$ cat src/rtl/saturated_accum.sv
// Saturating signed accumulator with one result register and valid/ready on both sides.
// Every accepted sample's sum is clamped to [lim_lo, lim_hi] and reported with an ov flag.
module saturated_accum #(
  parameter int N = 8,
  parameter int M = 12
) (
  input  logic         clk,
  input  logic         rst,
  input  logic         clr,
  input  logic         in_valid,
  output logic         in_ready,
  input  logic [N-1:0] x,
  input  logic         op,
  input  logic [M-1:0] lim_hi,
  input  logic [M-1:0] lim_lo,
  output logic [M-1:0] acc,
  output logic         out_valid,
  input  logic         out_ready,
  output logic         ov,
  output logic         ov_sticky,
  input  logic         ov_clr
);

  typedef struct packed {
    logic [N-1:0] x;
    logic         op;
    logic [M-1:0] hi;
    logic [M-1:0] lo;
  } req_t;

  req_t               req;
  logic               accept;
  logic signed [M:0]  acc_ext, x_ext, raw, hi_ext, lo_ext;
  logic        [M-1:0] res;
  logic               ov_nxt;

  assign req      = '{x: x, op: op, hi: lim_hi, lo: lim_lo};
  assign in_ready = !out_valid || out_ready;
  // Reset and clear both drop whatever is offered in that cycle.
  assign accept   = in_valid && in_ready && !clr && !rst;

  // One guard bit keeps the sum from wrapping before the clamp compares it.
  assign acc_ext = {acc[M-1], acc};
  assign x_ext   = {{(M+1-N){req.x[N-1]}}, req.x};
  assign hi_ext  = {req.hi[M-1], req.hi};
  assign lo_ext  = {req.lo[M-1], req.lo};
  assign raw     = req.op ? (acc_ext + x_ext) : (acc_ext - x_ext);

  // Upper limit is tested first so an inverted window still resolves deterministically.
  always_comb begin
    res    = raw[M-1:0];
    ov_nxt = 1'b0;
    if (raw > hi_ext) begin
      res    = req.hi;
      ov_nxt = 1'b1;
    end else if (raw < lo_ext) begin
      res    = req.lo;
      ov_nxt = 1'b1;
    end
  end

  always_ff @(posedge clk) begin
    if (rst) begin
      acc       <= '0;
      ov        <= 1'b0;
      out_valid <= 1'b0;
    end else if (clr) begin
      acc       <= '0;
      ov        <= 1'b0;
      out_valid <= 1'b0;
    end else if (accept) begin
      acc       <= res;
      ov        <= ov_nxt;
      out_valid <= 1'b1;
    end else if (out_valid && out_ready) begin
      out_valid <= 1'b0;
    end
  end

  always_ff @(posedge clk) begin
    if (rst)                  ov_sticky <= 1'b0;
    else if (accept && ov_nxt) ov_sticky <= 1'b1;
    else if (ov_clr)          ov_sticky <= 1'b0;
  end

endmodule

$ cat config.mk
export PLATFORM = sky130hd
export DESIGN_NAME = saturated_accum
export DESIGN_NICKNAME = d
export VERILOG_FILES = /design/src/rtl/saturated_accum.sv
export SDC_FILE = /design/constraint.sdc
export NUM_CORES = 1
export LEC_CHECK = 0
export CORE_MARGIN = 8
export CORE_UTILIZATION = 54
export CTS_CLUSTER_DIAMETER = 50
export CTS_CLUSTER_SIZE = 30
export DETAILED_ROUTE_END_ITERATION = 10
export PLACE_DENSITY_LB_ADDON = 0.08
export SLEW_MARGIN = 20
export SYNTH_ARGS = -nofsm -noshare
export SYNTH_HDL_FRONTEND = slang
export SYNTH_SLANG_ARGS = --single-unit
$ cat constraint.sdc
create_clock -name clk -period 9.7 [get_ports clk]
set_clock_uncertainty 0.1 [all_clocks]
set_input_delay 1.455 -clock clk [delete_from_list [all_inputs] [get_ports clk]]
set_output_delay 1.455 -clock clk [all_outputs]
set_load 0.1 [all_outputs]
==> results.txt, run 1 <==
Status -> finished, final reports clean
Max cap viols -> 0
CTS tree -> built
Syn Inst Count -> 272
Area Growth Syn to Fin -> 27.23%
Share of post-route cells with drive strength above 1 -> 0.06811
I/O Pins -> 55
Post-Synthesis Mean Instance Area -> 8.110 sq um
DRC viols -> 0
Largest net degree at the start of global routing -> 21
Yosys top cell area share -> 0.2382
Fin crit share -> 0.6374
Chip height -> 79.92 microns
Root Buffer -> clkbuf_8
PwrDens -> 136.8 nW/um^2
Fin area -> 2806 sq um
Cell taking the most area after synthesis -> ha_1
Maximum vdd drop -> 0.1071 mV
Post-synth EDFFs -> 0
Worst-path fanout max -> 16
FFs w/ async S/R, synth -> 0
Die Wd -> 79.92 microns
CTS resizes -> 0
Initial antenna violation count -> 0
Internal power -> 0.0001980 W
1st-pass router iterations -> 4
# fillers -> 352
Die ar. -> 6386 sq um
Commonest non-fill, non-tap cells in the layout -> clkdlybuf4s50_1 (54), ha_1 (42), inv_1 (34)
H-tree depth -> 1
Slew HR -> 0.3458
WS Path Type -> in2reg
Ys flop type -> dfxtp_1
Setup violators final -> 0
Final core occ -> 0.7067
Clock Tree Buf Depth -> 2
Synthesized area -> 2206 sq um
First-pass GRT wire length -> 9563 microns
Slew @ Worst Pin -> 0.9782 ns
Crit path DAT -> 6.23 ns
Yosys warns -> 0
Net count reported at finish -> 406
Worst hold path type -> reg2reg
Antenna Nets Post-Route -> 0
Comb power frac -> 0.683
# hold bufs at CTS -> 0
Leak Pwr -> 1.298 nW
Post-synthesis sequential area ratio -> 0.1361
GP Congestion -> 0.9078
Final Hold Vio Count -> 0
Clock share of power -> 0.132
Routed len/inst -> 15.26 microns
WP data required -> 9.75 ns
Crit path launch type -> primary input
Postcts setup bufs -> 0
Dpl hpwl -> 4944 microns
Dpl cell area -> 2760 sq um
Synthesis-stage register bit count -> 15
Total via count in the routed design -> 2113
Vias per cell -> 5.665
Post-synth cell types -> 51
Total negative setup slack -> 0 ns
Final min period -> 6.183 ns
Core Area -> 3971 sq um
Later-pin clock latency in the skew report -> 0.25 ns
RSZ-0062 raised after global routing -> false
Tot GR Track Use -> 0.1820
Starting Density -> 0.5555
Seq pwr share -> 0.185
Sw Ratio -> 0.4843
Number of DRC markers in iteration 0 -> 45
Psw -> 0.0001860 W
Worst Setup End Kind -> flop
Vias in the first global route -> 2085
Largest cells by area after synthesis -> ha_1 (24%), dfxtp_1 (14%), inv_1 (5.8%)
IO Port Bufs -> 54
Cts bufs inserted -> 3
Row Count -> 23
Final wirelength -> 5692 microns
Fin. max-slew vios -> 0
Clk slew on worst S/H paths -> 0.07 ns
Commonest non-fill, non-tap cell in the layout -> clkdlybuf4s50_1
Grt total ovfl -> 0
Clk sinks -> 15
Fmax -> 161.7 MHz
Syn Nets -> 354
N_diodes -> 0
cells by family (layout without fill, tap and decap cells):
logic type / count (synthesis) / after routing / synth area share
muxes: 12 / 12 / 0.05843
and+or+nand+nor: 69 / 69 / 0.1639
adders and majority gates: 43 / 43 / 0.2473
xor gates and xnor gates: 18 / 18 / 0.07147
AOI/OAI and AO/OA: 74 / 74 / 0.2428
DFF: 15 / 15 / 0.1361
buffers and inverters: 41 / 92 / 0.07997
cells in the mapped netlist, drive strengths merged, types with 3 or more instances:
| library cell | n |
|---|---|
| ha | 42 |
| inv | 34 |
| a21oi | 21 |
| nand2 | 19 |
| dfxtp | 15 |
| o21ai | 15 |
| nor2 | 14 |
| nand3 | 10 |
| xor2 | 10 |
| xnor2 | 8 |
| mux2 | 7 |
| nor3 | 6 |
| a21o | 5 |
| a31oi | 5 |
| mux2i | 5 |
| o311ai | 5 |
| a211oi | 4 |
| buf | 4 |
| a311oi | 3 |
| and3 | 3 |
| clkbuf | 3 |
| nand2b | 3 |
power by group through the flow:
stage               clock network [W]  logic (W)  registers, W
finish                      0.0000505   0.000262     0.0000712
global route                0.0000546   0.000288     0.0000719
CTS                         0.0000514   0.000261     0.0000712
detailed placement                  0   0.000259     0.0000726
global placement                    0   0.000256     0.0000724
floorplan                           0   0.000169      0.000105
worst max-delay path, stage by stage:
cell             delay [ns]
clkdlybuf4s50_1        0.45
nor2_1                 0.18
nor4b_1                0.36
a21oi_1                0.19
xor2_1                 0.19
ha_1                   0.33
and2_1                 0.16
and3_1                 0.19
a21oi_1                0.14
a21oi_1                0.10
a21o_1                 0.19
a21oi_1                0.16
xnor2_1                0.12
ha_1                   0.34
nand4_2                0.11
nor3_2                 0.19
o31ai_1                0.10
and4b_1                0.20
or3_1                  0.58
o2111a_1               0.24
a311oi_1               0.25
layout make-up:
class | instances | area (sq um) | area share
clock buffers | 3 | 41.29 | 0.01471
clock inverters | 1 | 5.005 | 0.001783
inverters | 34 | 127.6 | 0.04547
multi-input cells | 216 | 1729 | 0.6161
flip-flops and latches | 15 | 300.3 | 0.1070
well taps | 50 | 62.56 | 0.02229
repair buffers | 54 | 540.5 | 0.1926
per-layer routing:
metal  GRT usage  part of all wire
met1      0.2440              0.47
met3     0.02252             0.052
met2      0.2910              0.46
met5           0                 0
met4     0.06000             0.017
final timing paths:
check | from | to | slack (ns) | depth (start not counted)
max | x[2] | acc[8]$_SDFFE_PP0P_ | 3.52 | 21
max reg2reg | acc[0]$_SDFFE_PP0P_ | acc[8]$_SDFFE_PP0P_ | 5.32 | 17
min | ov$_SDFFE_PP0P_ | ov$_SDFFE_PP0P_ | 0.36 | 2
min reg2reg | ov$_SDFFE_PP0P_ | ov$_SDFFE_PP0P_ | 0.36 | 2
sequential cells by signal, summed over array words and instances, names as in the netlist:
register and count:
ov 1, out_valid 1, ov_sticky 1, acc 12
per-stage QoR:
stage | setup WS [ns] | std cells | power, W | hold WS, ns
final | 3.517 | 373 | 0.0003841 | 0.3644
after global routing | 3.105 | 373 | 0.0004141 | 0.4021
after global placement | 3.406 | 369 | 0.0003281 | 0.3431
after detailed placement | 3.275 | 369 | 0.0003317 | 0.3586
after CTS | 3.506 | 373 | 0.0003834 | 0.3679
after floorplan | 4.286 | 272 | 0.0002748 | 0.7862
(Power assumes the default switching activity.)
==> run 2, diff against run 1 <==
CORE_UTILIZATION = 51   (was 54)
clock period = 6.4 ns   (was 9.7 ns; I/O delays follow)
==> run 2 against run 1 <==
Compared with the run above:
- cell count rose by 1.1%
- sequential cell count did not move
- clock power up 52%
- power is 53% higher
- core utilization is 4.4 points lower
- critical endpoint is now acc[5]$_SDFFE_PP0P_
- combinational power up 53%
- worst hold slack got worse by 0.0054 ns
- sequential share of layout area decreased by 0.066 points
- global-route usage fell by 0.46 points
- sequential power increased by 52%
- largest cell class unchanged
- routed wire length grew 1.5%
- critical path depth is the same
==> results.txt, run 2 (same netlist as run 1, synthesis figures left out) <==
# fillers -> 384 (+9.1%)
Net count reported at finish -> 408 (+0.49%)
Commonest non-fill, non-tap cell in the layout -> clkdlybuf4s50_1
Slew @ Worst Pin -> 0.9802 ns (+0.001983 ns)
Final wirelength -> 5778 microns (+1.5%)
Root Buffer -> clkbuf_8
Starting Density -> 0.5173 (-0.03814)
Vias per cell -> 5.666 (about the same)
Die ar. -> 6686 sq um (+4.7%)
Share of post-route cells with drive strength above 1 -> 0.07385 (+0.005735)
H-tree depth -> 1 (unchanged)
Worst Setup End Kind -> flop
Final min period -> 5.830 ns
Setup violators final -> 0 (unchanged)
Cts bufs inserted -> 3 (unchanged)
Fin. max-slew vios -> 0 (unchanged)
Crit path to -> acc[5]$_SDFFE_PP0P_
Antenna Nets Post-Route -> 0 (unchanged)
Grt total ovfl -> 0 (unchanged)
Row Count -> 24 (+4.3%)
Number of DRC markers in iteration 0 -> 56 (+24%)
PwrDens -> 207.6 nW/um^2 (+52%)
Slew HR -> 0.3445 (-0.001326)
Total via count in the routed design -> 2136 (+1.1%)
WP data required -> 6.45 ns (-3.30 ns)
Fmax -> 171.5 MHz
Clk slew on worst S/H paths -> 0.06 ns (about the same)
# hold bufs at CTS -> 0 (unchanged)
Reg with most FFs -> acc
Dpl hpwl -> 5037 microns (+1.9%)
GP Congestion -> 0.9091 (+0.14%)
Worst hold path type -> reg2reg
Initial antenna violation count -> 0 (unchanged)
Later-pin clock latency in the skew report -> 0.25 ns (about the same)
Final Hold Slack -> 0.3591 ns (-0.005375 ns)
Core Area -> 4264 sq um (+7.4%)
Worst-path fanout max -> 16 (unchanged)
RSZ-0062 raised after global routing -> false
Critical path launch point -> x[2]
FF-to-FF Start -> acc[0]$_SDFFE_PP0P_
R2r worst-path depth -> 18 (+1)
Crit path launch type -> primary input
Maximum vdd drop -> 0.1661 mV (+55%)
Largest net degree at the start of global routing -> 21 (unchanged)
CTS tree -> built
IO Port Bufs -> 54 (unchanged)
First-pass GRT wire length -> 9577 microns (+0.15%)
CTS resizes -> 0 (unchanged)
1st-pass router iterations -> 4 (unchanged)
Dpl cells -> 373 (+1.1%)
Postcts setup bufs -> 0 (unchanged)
Fin crit share -> 0.9110
Area Growth Syn to Fin -> 28.02%
Routed len/inst -> 15.33 microns (+0.43%)
Max cap viols -> 0 (unchanged)
Chip height -> 81.77 microns (+2.3%)
DRC viols -> 0 (unchanged)
N_diodes -> 0 (unchanged)
Status -> finished, final reports clean
Vias in the first global route -> 2114 (+1.4%)
Leak Pwr -> 1.308 nW (+0.77%)
Number of flip-flops in the largest register -> 12 (unchanged)
Layout Cells excl Fill -> 377 (+1.1%)
Reg2reg setup slack -> 2.19 ns (-3.13 ns)
Clock Tree Buf Depth -> 2 (unchanged)
WS Path Type -> in2reg
Total negative setup slack -> 0 ns (unchanged)
Die Wd -> 81.77 microns (+2.3%)
Crit path DAT -> 5.88 ns (-0.35 ns)
Final Hold Vio Count -> 0 (unchanged)
Clk sinks -> 15 (unchanged)
Reg-to-reg endpoint -> acc[5]$_SDFFE_PP0P_
I/O Pins -> 55 (unchanged)
Tot GR Track Use -> 0.1773 (-0.004622)
Commonest non-fill, non-tap cells in the layout -> clkdlybuf4s50_1 (54), ha_1 (42), inv_1 (34)
run 2: layout make-up:
type / instances / area (sq um) / area share
well taps: 52 / 65.06 / 0.02304
multi-input cells: 216 / 1729 / 0.6123
clock inverters: 1 / 5.005 / 0.001772
flip-flops and latches: 15 / 300.3 / 0.1063
repair buffers: 56 / 555.5 / 0.1967
inverters: 34 / 127.6 / 0.04519
clock buffers: 3 / 41.29 / 0.01462
run 2: worst min path at each step:
stage                          startpoint  cells past startpoint               to  slack, ns
after floorplan           ov$_SDFFE_PP0P_                      2  ov$_SDFFE_PP0P_       0.79
after global routing      ov$_SDFFE_PP0P_                      2  ov$_SDFFE_PP0P_       0.40
final                     ov$_SDFFE_PP0P_                      2  ov$_SDFFE_PP0P_       0.36
after global placement    ov$_SDFFE_PP0P_                      2  ov$_SDFFE_PP0P_       0.34
after detailed placement  ov$_SDFFE_PP0P_                      2  ov$_SDFFE_PP0P_       0.35
after CTS                 ov$_SDFFE_PP0P_                      2  ov$_SDFFE_PP0P_       0.36
run 2: critical path, cell delays in order:
cell	delay, ns
clkdlybuf4s50_1	0.46
nor2_1	0.18
nor4b_1	0.38
a21oi_1	0.19
xor2_1	0.20
ha_1	0.34
and2_1	0.16
and3_1	0.19
a21oi_1	0.15
a21oi_1	0.10
a21o_1	0.19
a21oi_1	0.19
xnor2_1	0.14
ha_1	0.35
nand4_2	0.11
nor3_2	0.19
o31ai_1	0.10
and4b_1	0.21
or3_1	0.58
o2111a_1	0.23
a311oi_1	0.26
run 2: metal layers:
metal	wire [microns]	part of all wire	track usage
met5	0	0	0
met4	60	0.010	0.04211
met3	279	0.048	0.01860
met2	2646	0.46	0.2944
met1	2792	0.48	0.2392
run 2: metrics by stage:
step | utilization | area, sq um | power, W | setup WS [ns]
CTS | 0.6623 | 2824 | 0.0005853 | 0.5868
detailed placement | 0.6514 | 2778 | 0.0005085 | 0.3637
finish | 0.6623 | 2824 | 0.0005863 | 0.5696
floorplan | - | 2206 | 0.0004165 | 1.481
global placement | 0.6514 | 2778 | 0.0005055 | 0.6133
global route | 0.6623 | 2824 | 0.0006314 | 0.1618
run 2: where the power goes:
part,switching [W],internal [W],leakage (nW)
registers,0.00000711,0.000101,0.122
logic,0.000242,0.000160,1.16
clock network,0.0000339,0.0000431,0.0255
total,0.000283,0.000304,1.31
==> run 3, diff against run 2 <==
ABC_AREA = 1   (was not set)
CORE_UTILIZATION = 52   (was 51)
==> run 3 against run 2 <==
Compared with the run above:
- clock power rose by 3.2%
- first-iteration DRC count rose by 120%
- worst setup slack improved by 0.57 ns
- routed wire length rose by 13%
- sequential cell count did not move
- via count rose by 20%
- combinational power barely moved
- cell count rose by 36%
- worst hold slack improved by 0.0068 ns
- design area rose by 10%
- non-clock buffer count fell by 2
==> results.txt, run 3 <==
Reg2reg setup slack -> 2.69 ns (+0.50 ns)
Crit path launch type -> primary input
Worst hold path type -> reg2reg
Vias in the first global route -> 2471 (+17%)
Seq pwr share -> 0.178 (-0.006)
Yosys top cell area share -> 0.2099 (-0.02834)
Row Count -> 25 (+4.2%)
Max cap viols -> 0 (unchanged)
Core Area -> 4692 sq um (+10%)
Post-Synthesis Mean Instance Area -> 6.151 sq um (-24%)
WP data required -> 6.49 ns (+0.04 ns)
Share of post-route cells with drive strength above 1 -> 0.07424 (+0.0003897)
Crit path depth -> 27 (+29%)
N_diodes -> 0 (unchanged)
Die ar. -> 7291 sq um (+9.1%)
Comb power frac -> 0.687 (+0.002)
Fin crit share -> 0.8223 (-0.08873)
I/O Pins -> 55 (unchanged)
Synthesis-stage register bit count -> 15 (unchanged)
Synth top cells by count -> nand2_1 (110), inv_1 (77), ha_1 (42), nor2_1 (35), a21oi_1 (24)
Vias per cell -> 5.025 (-11%)
Later-pin clock latency in the skew report -> 0.25 ns (about the same)
Ys flop type -> dfxtp_1
Starting Density -> 0.5336 (+0.01629)
Slew @ Worst Pin -> 0.9830 ns (+0.002765 ns)
Cell taking the most area after synthesis -> ha_1
Status -> finished, final reports clean
Top-count cell post-synth -> nand2_1
Post-synthesis sequential area ratio -> 0.1199 (-0.01619)
Internal power -> 0.0002846 W (-6.3%)
Antenna Nets Post-Route -> 0 (unchanged)
Tot GR Track Use -> 0.1839 (+0.006583)
H-tree depth -> 1 (unchanged)
FFs w/ async S/R, synth -> 0 (unchanged)
Most frequent CP cell -> nand2_1
PwrDens -> 188.9 nW/um^2 (-9.0%)
RSZ-0062 raised after global routing -> false
Largest cells by area after synthesis -> ha_1 (21%), nand2_1 (16%), dfxtp_1 (12%)
Maximum vdd drop -> 0.1640 mV (-1.2%)
Reg with most FFs -> acc
CTS resizes -> 0 (unchanged)
CP bufs+invs -> 4 (+3)
CTS tree -> built
Commonest non-fill, non-tap cell in the layout -> nand2_1
IO Port Bufs -> 54 (unchanged)
Total via count in the routed design -> 2573 (+20%)
Root Buffer -> clkbuf_8
Dpl hpwl -> 5629 microns (+12%)
Yosys warns -> 0 (unchanged)
Clock share of power -> 0.135 (+0.004)
WS Path Type -> in2reg
Post-synth EDFFs -> 0 (unchanged)
Routed len/inst -> 12.77 microns (-17%)
Number of DRC markers in iteration 0 -> 123 (+120%)
Syn Nets -> 489 (+38%)
Final Hold Vio Count -> 0 (unchanged)
Post-synth cell types -> 36 (-29%)
Area Growth Syn to Fin -> 24.24%
Worst Setup End Kind -> flop
Fin. max-slew vios -> 0 (unchanged)
Critical path's top delay family -> simple AND/OR/NAND/NOR gates
Slew HR -> 0.3426 (-0.001849)
Number of flip-flops in the largest register -> 12 (unchanged)
Chip height -> 85.39 microns (+4.4%)
Syn Inst Count -> 407 (+50%)
Final min period -> 5.263 ns (-0.5678 ns)
Fmax -> 190.0 MHz (+11%)
Commonest non-fill, non-tap cells in the layout -> nand2_1 (110), inv_1 (77), clkdlybuf4s50_1 (54)
Worst-path fanout max -> 22 (+6)
GP Congestion -> 0.9656 (+6.2%)
Synthesized area -> 2504 sq um (+13%)
Clk slew on worst S/H paths -> 0.07 ns (about the same)
Crit path max-delay cell type -> clkdlybuf4s50_1
Psw -> 0.0003031 W (+7.2%)
Cts bufs inserted -> 3 (unchanged)
Sw Ratio -> 0.5158 (+0.03362)
Clock Tree Buf Depth -> 2 (unchanged)
Largest net degree at the start of global routing -> 23 (+9.5%)
# hold bufs at CTS -> 0 (unchanged)
Clk sinks -> 15 (unchanged)
1st-pass router iterations -> 5 (+1)
Hold path cells -> 2 (unchanged)
R2r worst-path depth -> 21 (+3)
DRC viols -> 0 (unchanged)
Postcts setup bufs -> 0 (unchanged)
Leak Pwr -> 1.701 nW (+30%)
Crit path DAT -> 5.35 ns (-0.53 ns)
Final wirelength -> 6539 microns (+13%)
Total negative setup slack -> 0 ns (unchanged)
CP peak stage delay -> 0.44 ns (-0.14 ns)
Final core occ -> 0.6629 (+0.0006680)
Die Wd -> 85.39 microns (+4.4%)
First-pass GRT wire length -> 11170 microns (+17%)
Setup violators final -> 0 (unchanged)
Net count reported at finish -> 541 (+33%)
Grt total ovfl -> 0 (unchanged)
Initial antenna violation count -> 0 (unchanged)
-- run 3: changes by cell type in the layout (fill, tap and decap cells not counted), sizes merged, moves of 6 or more --
| cell | change |
|---|---|
| a21oi | +6 |
| nand2 | +102 |
| mux2 | -7 |
| inv | +45 |
| nor2 | +26 |
-- run 3: worst paths after layout --
| check | from | to |
|---|---|---|
| hold reg to reg | ov$_SDFFE_PP0P_ | ov$_SDFFE_PP0P_ |
| setup / recovery | x[0] | acc[7]$_SDFFE_PP0P_ |
| setup reg to reg | acc[0]$_SDFFE_PP0P_ | acc[7]$_SDFFE_PP0P_ |
| hold / removal | ov$_SDFFE_PP0P_ | ov$_SDFFE_PP0P_ |
-- run 3: kinds of logic (layout without fill, tap and decap cells) --
| family | after synthesis | in the layout | share of synthesized area |
|---|---|---|---|
| AO/OA/AOI/OAI | 59 | 59 | 0.1404 |
| flip-flops | 15 | 15 | 0.1199 |
| XOR/XNOR | 14 | 14 | 0.04898 |
| adder cells (fa/ha/maj) | 43 | 43 | 0.2179 |
| buffers and inverters | 87 | 138 | 0.1394 |
| AND/OR/NAND/NOR | 189 | 189 | 0.3333 |
-- run 3: area by class of cell --
cell class	instances	area, sq um
tap	54	67.56
fill	456	1582
timing repair buffer	54	540.5
clock inverter	1	5.005
sequential	15	300.3
inverter	80	301.5
clock buffer	3	41.29
multi-input combinational	305	1854
-- run 3: power groups by stage --
stage                     Combinational, W  Sequential, W  Clock (W)
after floorplan                   0.000283       0.000143          0
after global placement            0.000394       0.000107          0
after detailed placement          0.000401       0.000107          0
after CTS                         0.000404       0.000105  0.0000822
after global routing              0.000454       0.000105  0.0000848
final                             0.000404       0.000105  0.0000795
-- run 3: per-layer routing --
metal | part of all wire | global-route usage
met4 | 0.0038 | 0.02389
met5 | 0 | 0
met3 | 0.051 | 0.03185
met2 | 0.49 | 0.3395
met1 | 0.45 | 0.2193
-- run 3: through the flow --
step	setup WS (ns)	hold WS, ns	instance area [sq um]	instances	power (W)
6_report	1.137	0.3658	3110	512	0.0005877
5_1_grt	0.6601	0.3862	3110	512	0.0006440
4_1_cts	1.176	0.3660	3110	512	0.0005904
3_5_place_dp	0.9390	0.3552	3064	508	0.0005076
3_3_place_gp	1.077	0.3523	3064	508	0.0005007
2_1_floorplan	2.022	0.7978	2504	407	0.0004256
-- run 3: worst reg2reg max path: stages, from the launching register on --
cell	delay [ns]
dfxtp_1	0.37
ha_1	0.19
inv_1	0.05
fa_1	0.42
inv_1	0.11
nand3_1	0.12
nand3_1	0.11
nand2_1	0.07
nand2_1	0.06
a21oi_1	0.07
xor2_1	0.15
inv_1	0.09
ha_1	0.30
nand2_1	0.07
nor2_1	0.15
and2_1	0.16
nand2_1	0.09
nand3_2	0.11
nand3_2	0.35
o21ai_0	0.33
nor2_1	0.09
nor2_1	0.09
